`src/rtl/iis_soft_mute.sv`:
```
// Stereo soft-mute stage: scales I2S sample pairs by a gain that ramps linearly
// between 0 and unity (Q1.15) whenever the mute request changes.
module iis_soft_mute #(
  parameter int GAIN_W = 16
) (
  input  logic              sck,
  input  logic              rst_n,
  input  logic              write_en,
  input  logic [31:0]       iis_adsp_left_data,
  input  logic [31:0]       iis_adsp_right_data,
  input  logic              regmap_mute_en,
  input  logic [7:0]        regmap_ramp_step,
  output logic              mute_out_valid,
  output logic [31:0]       mute_left_data,
  output logic [31:0]       mute_right_data,
  output logic [1:0]        mute_state,
  output logic [GAIN_W-1:0] mute_gain
);

  localparam int GE_W  = GAIN_W + 1;
  localparam int PR_W  = 32 + GE_W;
  localparam logic [GE_W-1:0] UNITY = GE_W'(1) << (GAIN_W - 1);

  typedef enum logic [1:0] {
    MUTED     = 2'd0,
    RAMP_UP   = 2'd1,
    UNMUTED   = 2'd2,
    RAMP_DOWN = 2'd3
  } state_e;

  state_e            state_q;
  state_e            state_d;
  logic [GAIN_W-1:0] gain_q;
  logic              valid_q;
  logic [31:0]       data_q [2];

  logic [GE_W-1:0]   gain_ext;
  logic [GE_W-1:0]   step_ext;
  logic [GE_W-1:0]   target;
  logic [GE_W-1:0]   sum_up;
  logic [GE_W-1:0]   gain_d;
  logic [31:0]       data_in [2];
  logic [31:0]       scaled  [2];

  // A zero step would freeze the ramp forever, so it is promoted to 1.
  assign gain_ext = {1'b0, gain_q};
  assign step_ext = (regmap_ramp_step == 8'd0) ? GE_W'(1) : GE_W'(regmap_ramp_step);
  assign target   = regmap_mute_en ? '0 : UNITY;
  assign sum_up   = gain_ext + step_ext;

  always_comb begin
    gain_d = gain_ext;
    if (gain_ext < target) begin
      gain_d = (sum_up > UNITY) ? UNITY : sum_up;
    end else if (gain_ext > target) begin
      gain_d = (gain_ext > step_ext) ? (gain_ext - step_ext) : '0;
    end
  end

  always_comb begin
    if ((gain_d == '0) && regmap_mute_en) begin
      state_d = MUTED;
    end else if ((gain_d == UNITY) && !regmap_mute_en) begin
      state_d = UNMUTED;
    end else if (gain_d < target) begin
      state_d = RAMP_UP;
    end else begin
      state_d = RAMP_DOWN;
    end
  end

  assign data_in[0] = iis_adsp_left_data;
  assign data_in[1] = iis_adsp_right_data;

  // Both channels use the gain held before this strobe; the arithmetic shift
  // truncates toward -inf, and gain <= unity means no saturation is required.
  genvar gi;
  generate
    for (gi = 0; gi < 2; gi++) begin : g_chan
      logic signed [PR_W-1:0] prod;
      assign prod       = PR_W'($signed(data_in[gi])) * PR_W'($signed(gain_ext));
      assign scaled[gi] = 32'(prod >>> (GAIN_W - 1));
    end
  endgenerate

  always_ff @(posedge sck) begin
    if (!rst_n) begin
      state_q <= MUTED;
      gain_q  <= '0;
      valid_q <= 1'b0;
      for (int i = 0; i < 2; i++) begin
        data_q[i] <= '0;
      end
    end else begin
      valid_q <= write_en;
      if (write_en) begin
        state_q <= state_d;
        gain_q  <= gain_d[GAIN_W-1:0];
        for (int i = 0; i < 2; i++) begin
          data_q[i] <= scaled[i];
        end
      end
    end
  end

  assign mute_out_valid  = valid_q;
  assign mute_left_data  = data_q[0];
  assign mute_right_data = data_q[1];
  assign mute_state      = state_q;
  assign mute_gain       = gain_q;

endmodule

```
`config.mk`:
```
export PLATFORM = sky130hd
export DESIGN_NAME = iis_soft_mute
export DESIGN_NICKNAME = d
export VERILOG_FILES = /design/src/rtl/iis_soft_mute.sv
export SDC_FILE = /design/constraint.sdc
export NUM_CORES = 2
export LEC_CHECK = 0
export BUFFER_PORTS_ARGS = -buffer_cell sky130_fd_sc_hd__buf_4
export CAP_MARGIN = 15
export CORE_ASPECT_RATIO = 1.2
export CORE_MARGIN = 2
export CORE_UTILIZATION = 55
export CTS_CLUSTER_SIZE = 8
export DETAILED_ROUTE_END_ITERATION = 8
export PLACE_DENSITY = 0.8
export REMOVE_ABC_BUFFERS = 1
export SYNTH_ARGS = -nofsm -noshare
export SYNTH_HDL_FRONTEND = slang
export SYNTH_SLANG_ARGS = --single-unit
```
`constraint.sdc`:
```
create_clock -name sck -period 8.7 [get_ports sck]
set_input_delay 0.435 -clock sck [delete_from_list [all_inputs] [get_ports sck]]
set_output_delay 0.435 -clock sck [all_outputs]
set_load 0.01 [all_outputs]
```
==> flow_metrics.env <==
export IMPL_status="finished clean"
export IMPL_insertion_delay_ps=410
export IMPL_fin_setup_tns_ps=0
export IMPL_wl_met3_um=6180
export IMPL_dieHeight_um=295
export IMPL_fp_dieArea_um2=72900
export IMPL_grt_max_degree=65
export IMPL_finalSetupViolCount=0
export IMPL_path_max_fanout=39
export IMPL_grt_use_total=0.284
export IMPL_crit_path_start_kind="flip-flop"
export IMPL_skew_ps=7.23
export IMPL_cp_required_ps=8860
export IMPL_highest_layer="met4"
export IMPL_hold_ws_ps=362
export IMPL_arrival_ps=8030
export IMPL_total_power_mw=9.47
export IMPL_ys_ff_latch=83
export IMPL_clock_sinks=83
export IMPL_syn_cell_area_um2=38900
export IMPL_synthToLayoutAreaGrowth_pct=5.37
export IMPL_fill_cells=5875
export IMPL_timing_final_hold_violations=0
export IMPL_syn_avg_cell_area_um2=8.87
export IMPL_final_antenna_net_count=0
export IMPL_root_buffer="clkbuf_16"
export IMPL_synth_ff_type="edfxtp_1"
export IMPL_synth_commonest_cells="inv_1 (1172), fa_1 (952), nand2_1 (647)"
export IMPL_wl_per_cell_um=18.2
export IMPL_io_pins=159
export IMPL_final_util=0.586
export IMPL_fin_crit_ps=7870
export IMPL_post_route_period_util=0.905
export IMPL_timing_slew_headroom=0.204
export IMPL_cts_setup_buffers=0
export IMPL_die_x_um=247
export IMPL_syn_inst=4382
export IMPL_ys_types=82
export IMPL_slew_viol_final=0
export IMPL_p_switching_mw=5.20
export IMPL_coreArea_um2=69900
export IMPL_ctsHoldBuffers=0
export IMPL_yosysTopAreaCellShare=0.490
export IMPL_synth_seq_area_share=0.0592
export IMPL_power_leakage_nw=21.3
export IMPL_initial_core_util=0.556
export IMPL_yosysMostFrequentCell="inv_1"
export IMPL_detail_route_iter0_violations=1773
export IMPL_switching_share=0.549
export IMPL_hpwl_um=77800
export IMPL_grt_first_pass_wirelength_um=162000
export IMPL_max_cap_viol_count=0
export IMPL_rr_startpoint="mute_gain[4]"
export IMPL_wl_met1_um=35400
export IMPL_drive_above_1_share=0.0582
export IMPL_intPower_mw=4.27
export IMPL_place_gp_congestion=0.911
export IMPL_final_nets=5639
export IMPL_ys_warn_count=0
export IMPL_power_density_nw_per_um2=231
export IMPL_async_flop_share=0
export IMPL_seqPwrFrac=0.084
export IMPL_ctsHtreeMaxLevel=3
export IMPL_synth_edf_count=64
export IMPL_cts_resized=0
export IMPL_antenna_found_initial=1
export IMPL_rsz0062_at_grt="false"
export IMPL_drc=0
export IMPL_ir_drop_v=0.000223
export IMPL_min_path_type="input pin to flip-flop"
export IMPL_combinationalPowerShare=0.875
export IMPL_core_rowCount=106
export IMPL_cts_tree="yes"
export IMPL_crit_path_start="mute_gain[4]"
export IMPL_fmax_mhz=127
export IMPL_hp_start="rst_n"
export IMPL_grt_pass1_vias=32009
export IMPL_cts_buffers=9
export IMPL_clk_path_buf_depth=2
export IMPL_path_clk_slew_ps=70
export IMPL_endpoint_kind="flip-flop"
export IMPL_wl_um=96500
export IMPL_crit_type="flip-flop to flip-flop"
export IMPL_via_per_inst=5.46
export IMPL_vias=28921
export IMPL_yosysTopAreaCell="fa_1"
export IMPL_wl_met2_um=49600
export IMPL_yosys_top_cells_area="fa_1 (49%), inv_1 (11%), ha_1 (7.6%)"
export IMPL_clockPowerShare=0.041
export IMPL_drt_pass1_iterations=5
export IMPL_worst_pin_slew_ps=1190
export IMPL_grt_ovfl_total=0
export IMPL_io_buffers=158
-- registers in the layout, summed over array words and instances (netlist names) --
register	count
data_q	64
mute_gain	16
mute_out_valid	1
mute_state	2
-- metal layers --
metal | global-route usage | vias to the layer above
met4 | 0.149 | 0
met5 | 0 | -
met3 | 0.0370 | 311
met1 | 0.341 | 14842
li1 | - | 12633
met2 | 0.500 | 1135
-- power by group through the flow --
stage	sequential, mW	combinational [mW]	clock, mW
after detailed placement	0.790	8.27	0
after global placement	0.794	8.05	0
after CTS	0.787	8.36	0.401
final	0.791	8.29	0.390
after global routing	0.804	9.49	0.410
after floorplan	0.840	6.01	0
-- area by class of cell --
| cell class | instances | area, um2 | area share |
|---|---|---|---|
| antenna | 1 | 2.50 | 0.0000611 |
| multi-input combinational | 2913 | 31300 | 0.765 |
| clock buffer | 9 | 225 | 0.00550 |
| clock inverter | 6 | 42.5 | 0.00104 |
| timing repair buffer | 194 | 1480 | 0.0362 |
| tap | 918 | 1150 | 0.0280 |
| sequential | 83 | 2320 | 0.0567 |
| inverter | 1173 | 4400 | 0.107 |
-- per-stage QoR --
stage                     setup slack (ps)  instance area [um2]  cells
after global routing                   295                41000   5297
final                                  828                41000   5297
after global placement                1160                40700   5281
after CTS                              967                41000   5296
after floorplan                       1240                38100   4169
after detailed placement               980                40700   5281
-- path summary, 6_finish.rpt --
| path | endpoint | slack, ps | cells after the start |
|---|---|---|---|
| max reg2reg | data_q[0][60] | 830 | 23 |
| min reg2reg | mute_state[1] | 570 | 2 |
| min | mute_gain[7] | 360 | 2 |
| max | data_q[0][60] | 830 | 23 |
-- cell usage in the layout (no fill, tap or decap), types with 9 or more instances in the layout --
cell type,Yosys,routed
inv_1,1172,1171
fa_1,952,952
nand2_1,647,646
and2_1,442,442
ha_1,237,237
buf_4,3,192
nor2_1,111,111
a21oi_1,79,79
xnor2_1,68,68
edfxtp_1,64,64
o21ai_0,44,44
a21o_1,33,33
xor2_1,31,31
nor3_1,26,26
nor2b_1,18,18
nand3_1,18,18
o21bai_1,16,16
dfxtp_2,0,16
a31oi_1,14,14
nand2b_1,13,13
nand4_1,12,12
and3_1,11,11
a211oi_1,10,10
clkbuf_16,0,9
-- logic make-up (layout without fill, tap and decap cells) --
logic type                 Yosys count  count (layout)  share of synthesized area
buffers and inverters             1386            1382                      0.135
other                                0               1                          0
AOI/OAI and AO/OA                  276             276                     0.0474
adders and majority gates         1189            1189                      0.566
DFF                                 83              83                     0.0592
and+or+nand+nor                   1340            1340                      0.167
muxes                                8               8                    0.00222
xor gates and xnor gates           100             100                     0.0227
-- worst max-delay path: stages, from the launching register on --
cell and delay [ps]:
dfxtp_2 1060, and2_1 260, fa_1 420, inv_1 90, fa_1 410, fa_1 490, fa_1 550, inv_1 50
fa_1 470, inv_1 50, fa_1 470, inv_1 40, ha_1 290, a211oi_1 230, nand2_1 80, a221oi_1 340
a21boi_0 320, o21ai_0 620, nand2_1 240, nand2_1 160, o2111ai_1 350, a31o_2 350, a21oi_1 160, mux2i_1 90
No activity file was read; power rests on OpenSTA's default activity.
